===== src/rtl/spi_resp_pkg.sv =====
// ============================================================================
//  Module      : spi_resp_pkg
//  Description : Shared types and constants for the SPI target responder.
//  Revision    : 1.0 - initial release
// ============================================================================
`default_nettype none

package spi_resp_pkg;

    typedef enum logic [1:0] {
        WAIT_DESEL = 2'd0,
        IDLE       = 2'd1,
        SHIFT      = 2'd2
    } state_t;

    localparam int SPI_SYNC_STAGES = 2;
    localparam int FRAME_CNT_W     = 16;

endpackage

`default_nettype wire


===== src/rtl/spi_resp_sync.sv =====
// ============================================================================
//  Module      : spi_resp_sync
//  Description : Multi-flop synchroniser for one async pin, with optional
//                rise/fall pulse generation from one extra history flop.
//  Revision    : 1.0 - initial release
// ============================================================================
`default_nettype none

module spi_resp_sync #(
    parameter int STAGES      = 2,
    parameter bit EDGE_DETECT = 1'b1
) (
    input  logic clk,
    input  logic rst,
    input  logic i_async,
    output logic o_sync,
    output logic o_rise,
    output logic o_fall
);

    logic [STAGES-1:0] r_sync;

    always_ff @(posedge clk) begin
        if (rst) begin
            r_sync <= '0;
        end else begin
            r_sync <= {r_sync[STAGES-2:0], i_async};
        end
    end

    assign o_sync = r_sync[STAGES-1];

    generate
        if (EDGE_DETECT) begin : g_edge
            logic r_prev;

            always_ff @(posedge clk) begin
                if (rst) begin
                    r_prev <= 1'b0;
                end else begin
                    r_prev <= o_sync;
                end
            end

            assign o_rise = o_sync & ~r_prev;
            assign o_fall = ~o_sync & r_prev;
        end else begin : g_no_edge
            assign o_rise = 1'b0;
            assign o_fall = 1'b0;
        end
    endgenerate

endmodule

`default_nettype wire


===== src/rtl/spi_target_responder.sv =====
// ============================================================================
//  Module      : spi_target_responder
//  Description : Mode-0 SPI target oversampled in the clk domain; receives
//                MOSI frames and answers on MISO from a one-word buffer.
//                SPI_RESP_LOOPBACK_EN: echo last rx word when buffer is empty.
//  Revision    : 1.0 - initial release
// ============================================================================
`default_nettype none

module spi_target_responder
    import spi_resp_pkg::*;
#(
    parameter int                DATA_W    = 8,
    parameter int                SS_INDEX  = 0,
    parameter logic [DATA_W-1:0] IDLE_BYTE = 8'hA5
) (
    input  logic                   clk,
    input  logic                   rst,
    input  logic                   spi_sclk,
    input  logic [2:0]             spi_ss,
    input  logic                   spi_mosi,
    output logic                   spi_miso,
    output logic                   spi_miso_oe,
    input  logic [DATA_W-1:0]      tx_data,
    input  logic                   tx_valid,
    output logic                   tx_ready,
    output logic [DATA_W-1:0]      rx_data,
    output logic                   rx_valid,
    output logic                   frame_err,
    output logic [FRAME_CNT_W-1:0] frame_cnt
);

    localparam int                c_CNT_W = $clog2(DATA_W);
    localparam logic [c_CNT_W-1:0] c_LAST = c_CNT_W'(DATA_W - 1);

    logic [2:0] w_ss_unused;
    logic       w_sclk_rise, w_sclk_fall, w_sclk_lvl_unused;
    logic       w_ss_sel, w_ss_fall, w_ss_rise_unused;
    logic       w_mosi, w_mosi_rise_unused, w_mosi_fall_unused;

    assign w_ss_unused = spi_ss;

    spi_resp_sync #(.STAGES(SPI_SYNC_STAGES), .EDGE_DETECT(1'b1)) u_sync_sclk (
        .clk(clk), .rst(rst), .i_async(spi_sclk),
        .o_sync(w_sclk_lvl_unused), .o_rise(w_sclk_rise), .o_fall(w_sclk_fall)
    );

    // Reset value 0 keeps WAIT_DESEL from arming until a genuine deselect is seen
    spi_resp_sync #(.STAGES(SPI_SYNC_STAGES), .EDGE_DETECT(1'b1)) u_sync_ss (
        .clk(clk), .rst(rst), .i_async(spi_ss[SS_INDEX]),
        .o_sync(w_ss_sel), .o_rise(w_ss_rise_unused), .o_fall(w_ss_fall)
    );

    spi_resp_sync #(.STAGES(SPI_SYNC_STAGES), .EDGE_DETECT(1'b0)) u_sync_mosi (
        .clk(clk), .rst(rst), .i_async(spi_mosi),
        .o_sync(w_mosi), .o_rise(w_mosi_rise_unused), .o_fall(w_mosi_fall_unused)
    );

    state_t                 r_state, w_next_state;
    logic [DATA_W-1:0]      r_rx_shift, r_tx_shift, r_rx_data, r_buf;
    logic [c_CNT_W-1:0]     r_bit_cnt;
    logic [FRAME_CNT_W-1:0] r_frame_cnt;
    logic                   r_pending, r_reload_pend, r_miso_oe, r_rx_valid, r_frame_err;

    logic w_load_start, w_rx_bit, w_complete, w_tx_shift, w_tx_reload, w_err, w_oe_next;
    logic w_load, w_tx_wr;
    logic [DATA_W-1:0] w_fallback, w_load_word, w_rx_next;

`ifdef SPI_RESP_LOOPBACK_EN
    assign w_fallback = r_rx_data;
`else
    assign w_fallback = IDLE_BYTE;
`endif

    assign w_load      = w_load_start | w_tx_reload;
    assign w_load_word = r_pending ? r_buf : w_fallback;
    assign w_tx_wr     = tx_valid & ~r_pending;
    assign w_rx_next   = {r_rx_shift[DATA_W-2:0], w_mosi};

    always_ff @(posedge clk) begin
        if (rst) begin
            r_state <= WAIT_DESEL;
        end else begin
            r_state <= w_next_state;
        end
    end

    always_comb begin
        w_next_state = r_state;
        w_load_start = 1'b0;
        w_rx_bit     = 1'b0;
        w_complete   = 1'b0;
        w_tx_shift   = 1'b0;
        w_tx_reload  = 1'b0;
        w_err        = 1'b0;
        w_oe_next    = 1'b0;
        case (r_state)
            WAIT_DESEL: begin
                if (w_ss_sel) w_next_state = IDLE;
            end
            IDLE: begin
                if (w_ss_fall) begin
                    w_load_start = 1'b1;
                    w_oe_next    = 1'b1;
                    w_next_state = SHIFT;
                end
            end
            SHIFT: begin
                w_oe_next = 1'b1;
                if (w_sclk_rise) begin
                    w_rx_bit   = 1'b1;
                    w_complete = (r_bit_cnt == c_LAST);
                end
                if (w_sclk_fall) begin
                    w_tx_reload = r_reload_pend;
                    w_tx_shift  = ~r_reload_pend;
                end
                // A final rise coinciding with deselect still completes cleanly
                if (w_ss_sel) begin
                    w_next_state = IDLE;
                    w_oe_next    = 1'b0;
                    w_tx_reload  = 1'b0;
                    w_tx_shift   = 1'b0;
                    w_err        = (r_bit_cnt != '0) & ~w_complete;
                end
            end
            default: w_next_state = WAIT_DESEL;
        endcase
    end

    always_ff @(posedge clk) begin
        if (rst) begin
            r_rx_shift    <= '0;
            r_tx_shift    <= '0;
            r_rx_data     <= '0;
            r_buf         <= '0;
            r_bit_cnt     <= '0;
            r_frame_cnt   <= '0;
            r_pending     <= 1'b0;
            r_reload_pend <= 1'b0;
            r_miso_oe     <= 1'b0;
            r_rx_valid    <= 1'b0;
            r_frame_err   <= 1'b0;
        end else begin
            r_rx_valid  <= w_complete;
            r_frame_err <= w_err;
            r_miso_oe   <= w_oe_next;

            if (w_load) begin
                r_tx_shift <= w_load_word;
            end else if (w_tx_shift) begin
                r_tx_shift <= {r_tx_shift[DATA_W-2:0], 1'b0};
            end

            if (w_load_start || w_tx_reload) begin
                r_reload_pend <= 1'b0;
            end

            if (w_load_start) begin
                r_bit_cnt <= '0;
            end else if (w_rx_bit) begin
                r_rx_shift <= w_rx_next;
                if (w_complete) begin
                    r_rx_data     <= w_rx_next;
                    r_frame_cnt   <= r_frame_cnt + FRAME_CNT_W'(1);
                    r_bit_cnt     <= '0;
                    r_reload_pend <= 1'b1;
                end else begin
                    r_bit_cnt <= r_bit_cnt + c_CNT_W'(1);
                end
            end

            if (w_tx_wr) begin
                r_buf     <= tx_data;
                r_pending <= 1'b1;
            end else if (w_load) begin
                r_pending <= 1'b0;
            end
        end
    end

    assign spi_miso    = r_tx_shift[DATA_W-1] & r_miso_oe;
    assign spi_miso_oe = r_miso_oe;
    assign tx_ready    = ~r_pending;
    assign rx_data     = r_rx_data;
    assign rx_valid    = r_rx_valid;
    assign frame_err   = r_frame_err;
    assign frame_cnt   = r_frame_cnt;

endmodule

`default_nettype wire


===== config.mk =====
export PLATFORM = sky130hd
export DESIGN_NAME = spi_target_responder
export DESIGN_NICKNAME = d
export VERILOG_FILES = /design/src/rtl/spi_resp_pkg.sv /design/src/rtl/spi_resp_sync.sv /design/src/rtl/spi_target_responder.sv
export SDC_FILE = /design/constraint.sdc
export NUM_CORES = 1
export LEC_CHECK = 0
export ABC_AREA = 0
export CELL_PAD_IN_SITES_DETAIL_PLACEMENT = 1
export CELL_PAD_IN_SITES_GLOBAL_PLACEMENT = 2
export CORE_UTILIZATION = 31
export DETAILED_ROUTE_END_ITERATION = 16
export PLACE_DENSITY = 0.78
export SYNTH_ARGS = -nofsm -noshare
export SYNTH_HDL_FRONTEND = slang
export SYNTH_HIERARCHICAL = 1
export SYNTH_SLANG_ARGS = --single-unit
export TNS_END_PERCENT = 20

===== constraint.sdc =====
create_clock -name clk -period 2.4 [get_ports clk]
set_input_delay 0.72 -clock clk [delete_from_list [all_inputs] [get_ports clk]]
set_output_delay 0.72 -clock clk [all_outputs]
set_load 0.01 [all_outputs]

# After elaboration in Yosys (flattened, before gate mapping)
# Index checks and enable logic that the tools add are counted.
# word_totals
regBits	65
in_bits	16
output_inout_bits	29
# op_classes
addsub	2
eq_ne	5
mux	28
bitwise_logic	15
n_reduce_logical	11
# ops
operator	n
$mux W8	3
$mux W1	20
$add A16 B1 Y16 const B	1
$not A1 Y1	8
$and A1 B1 Y1	6
$mux W2	2
$ne A2 B1 Y1 const B	2
$pmux W2 S2	1
$reduce_and A2 Y1	2
$reduce_bool A2 Y1	2
$reduce_or A2 Y1	2
$add A3 B1 Y3 const B	1
$eq A3 B3 Y1 const B	1
$mux W3	1
$reduce_and A3 Y1	1
$reduce_bool A3 Y1	1
$reduce_or A3 Y1	1
$eq A2 B1 Y1 const B	1
$eq A2 B2 Y1 const B	1
$logic_not A2 Y1	1
$pmux W1 S2	1
$logic_or A1 B1 Y1	1
$or A1 B1 Y1	1

# Logic depth before layout (Yosys ltp)
# depth
ltp_word	10
mapped_depth	9

# By module
# Netlist, hierarchy kept.
# by_module_without_submodules
module	n_inst	cells_per_inst	area_per_inst_um2	seq_area_each_um2
spi_target_responder	1	297	2444.8	1141.1
spi_resp_sync (u_sync_sclk ...)	2	8	91.3	60.1
spi_resp_sync (u_sync_mosi)	1	7	71.3	40.0

# Worst setup path after synthesis
# OpenSTA, ideal clock, no wires.
# synth_path
path_kind	register to register
start	register r_state[1]
end	register r_frame_cnt[12] (netlist: frame_cnt[12])
setup_time_ps	70
arrival_time_ps	1846
required_ps	2330
setup_slack_ps	484
stages_incl_launch_ff	8
synth_period_minus_slack_ps	1916
cell_sequence	dfxtp_1 inv_1 ha_1 and2_4 buf_6 or3_1 or4b_1 a21oi_1
# synth_via
elab_chain_cells	4
elab_cells_between_ends	7
# synth_rtl
item	line_no	rtl
start, declared	spi_target_responder.sv:59	state_t r_state, w_next_state;
start signal, assigned	spi_target_responder.sv:84	r_state <= w_next_state;
$eq A2 B1 Y1	spi_target_responder.sv:97	case (r_state)
$mux W1	spi_target_responder.sv:97	
$not A1 Y1 (no line)	-	
$reduce_and A3 Y1 (no line) (*)	-	
end signal, assigned	spi_target_responder.sv:165	r_frame_cnt <= r_frame_cnt + FRAME_CNT_W'(1);
end, declared	spi_target_responder.sv:62	logic [FRAME_CNT_W-1:0] r_frame_cnt;
# Every way passes the cells marked *; elsewhere a longest branch is shown, timed or not.
# A chain may end at the register's enable or synchronous reset.

# Worst setup path after layout
# layout_path
start	register r_frame_cnt[2] (netlist: frame_cnt[2])
end	output frame_cnt[2]
# layout_rtl
item	line_no	rtl
end, declared	spi_target_responder.sv:30	output logic [FRAME_CNT_W-1:0] frame_cnt
# No word-level cell between the ends.

==> metrics.txt <==
Final ANT Viol Nets=0; critical path launch point type=flop; Synth Instances=roughly 320; worst path cell trace=clkdlybuf4s50_1; register share of total power=0.524; Critical Path Stages=1; Net Switching=roughly 530 µW; DRC=0; CP max-delay cell=clkdlybuf4s50_1; Chip Width=94.9 µm; crit path DAT=~1.5 ns; TritonCTS clock tree=built; drt initial violations=a little over 80; hold slack=0.440 ns; worst reg-to-reg path cell count=6; Max-cap violations=0; final period utilization=0.902; GRT overflow=0; clock insertion delay at the later pin of the skew report=approximately 0.34 ns; part of the power in the clock network=0.381; CP top delay family=buffers and inverters; CTS-repair resized insts=0; Hold-fix buffers, CTS=0; FILL cells=around 980; htree depth=3; die height=roughly 95 µm; first-pass GRT wire length=10500 µm; Leak=0.00117 µW; synth-to-layout area growth=26.7%; Comb pwr share=0.094; Final Hold Fails=0; status=finished clean; Hold Crit Class=flop to flop; Avg Vias per Cell=4.94; FP Rows=33; TNS Setup=0 ns; Slew Limit Headroom=0.653; vias in the first global route=2275; Layout Utilization=0.408; clock skew=0.00693 ns; Routed WL=around 6300 µm; Die ar.=about 9000 µm²; Max stage delay on crit path=roughly 0.6 ns; PnR worst setup slack=approximately 0.23 ns; CTS root buffer=clkbuf_8; largest net degree at the start of global routing=34; share of cells above drive strength 1=0.0710; Mapped Avg Cell Area=around 8.5 µm²; crit path time final=2.17 ns; hold depth=1; ANT cells=0; setup slack at placement=between 0.3 and 0.4 ns; RSZ-0062 raised after global routing=false; Starting Density=0.322; switching share of power=0.247; Core Area=roughly 8300 µm²; internal power=1630 µW; worst-path fanout max=7; TritonCTS Buffers=9; Final #Nets=386; drt pass-1 iters=5; all-layer global routing usage=0.154; PortBufs=between 40 and 50; initial antenna violation count=0; Ys Warns=6; drt wl/cell=13.3 µm; dpl hpwl=approximately 4400 µm; actual slew at the worst max-slew pin=~0.52 ns; Final GP Congestion=a little over 0.7; syn_nets=341; Synth Cell Area=~2700 µm²; Fmax=0.462 GHz; WP buf/inv=1; post-CTS setup buffers=0; P per Cell Area=around 640 nW/µm²; setup violators final=0; Worst VDD drop=242 µV; I/O pin count=45; Setup Crit Path Kind=flop to output pin; Via Count=about 2300; Clock Path Buffers=2; clock slew at reported path FFs=roughly 0.07 ns; max-slew violations=0; Critical Path RT=between 1.5 and 2 ns; CP endpoint kind=output pin; CTS Sinks=between 60 and 70
-- cell usage in the layout (no fill, tap or decap), types with 2 or more instances in the layout --
cell / count
o21ai_0: 4
nor3_1: 6
mux2i_1: 3
nor2b_1: 14
mux2_2: 2
a311oi_1: 7
nand2_1: 65
nand2b_1: 2
dfxtp_1: 65
buf_4: 4
ha_1: 9
a31o_2: 2
nand3_1: 10
or4_1: 2
xnor2_1: 6
clkbuf_8: 11
nor3b_1: 2
clkbuf_1: 3
clkdlybuf4s50_1: 41
and2_1: 2
o41ai_1: 2
o31ai_1: 2
a21oi_1: 36
nor2_1: 30
nor4_1: 4
inv_1: 11
nand4_1: 4
-- sequential cells by signal, summed over array words and instances (netlist names) --
| register | count |
|---|---|
| frame_cnt | 16 |
| r_buf | 8 |
| r_tx_shift | 8 |
| rx_data | 8 |
| r_rx_shift | 7 |
| r_bit_cnt | 3 |
| r_state | 2 |
| u_sync_mosi/r_sync | 2 |
| u_sync_sclk/r_sync | 2 |
| u_sync_ss/r_sync | 2 |
| frame_err | 1 |
| r_pending | 1 |
| r_reload_pend | 1 |
| rx_valid | 1 |
| spi_miso_oe | 1 |
| u_sync_sclk/g_edge.r_prev | 1 |
| u_sync_ss/g_edge.r_prev | 1 |
-- power groups by stage --
stage	Combinational, µW	Clock [µW]	Sequential, µW
2_1_floorplan	141	0	1150
3_3_place_gp	199	0	1160
3_5_place_dp	207	0	1160
4_1_cts	210	867	1140
5_1_grt	234	919	1140
6_report	204	827	1140
-- layer usage --
metal | routed length [µm] | vias up | global-route usage
met3 | 274 | 6 | 0.0564
met1 | 2870 | 1124 | 0.176
met4 | 61 | 0 | 0.0492
met5 | 0 | - | 0
li1 | - | 1162 | -
met2 | 3070 | 33 | 0.264
-- per-stage QoR --
step,power [µW],area [µm²],instances
floorplan,1290,2670,316
global route,2290,3390,471
detailed placement,1370,3210,455
finish,2170,3390,471
global placement,1360,3210,455
CTS,2210,3390,471
-- area by class of cell --
type                       instances  area (µm²)  area share
multi-input combinational        227        1270       0.376
inverter                          11        41.3      0.0122
tap                              105         131      0.0388
clock inverter                     2        12.5     0.00369
clock buffer                      14         163      0.0480
sequential                        65        1300       0.384
timing repair buffer              47         465       0.137
-- path summary, 6_finish.rpt --
kind / start / end / slack (ns)
max: frame_cnt[2] / frame_cnt[2] / 0.23
min: u_sync_sclk/r_sync[0] / u_sync_sclk/r_sync[1] / 0.44
max reg2reg: r_state[0] / frame_cnt[13] / 0.32
min reg2reg: u_sync_sclk/r_sync[0] / u_sync_sclk/r_sync[1] / 0.44
No activity file was read; power rests on OpenSTA's default activity.
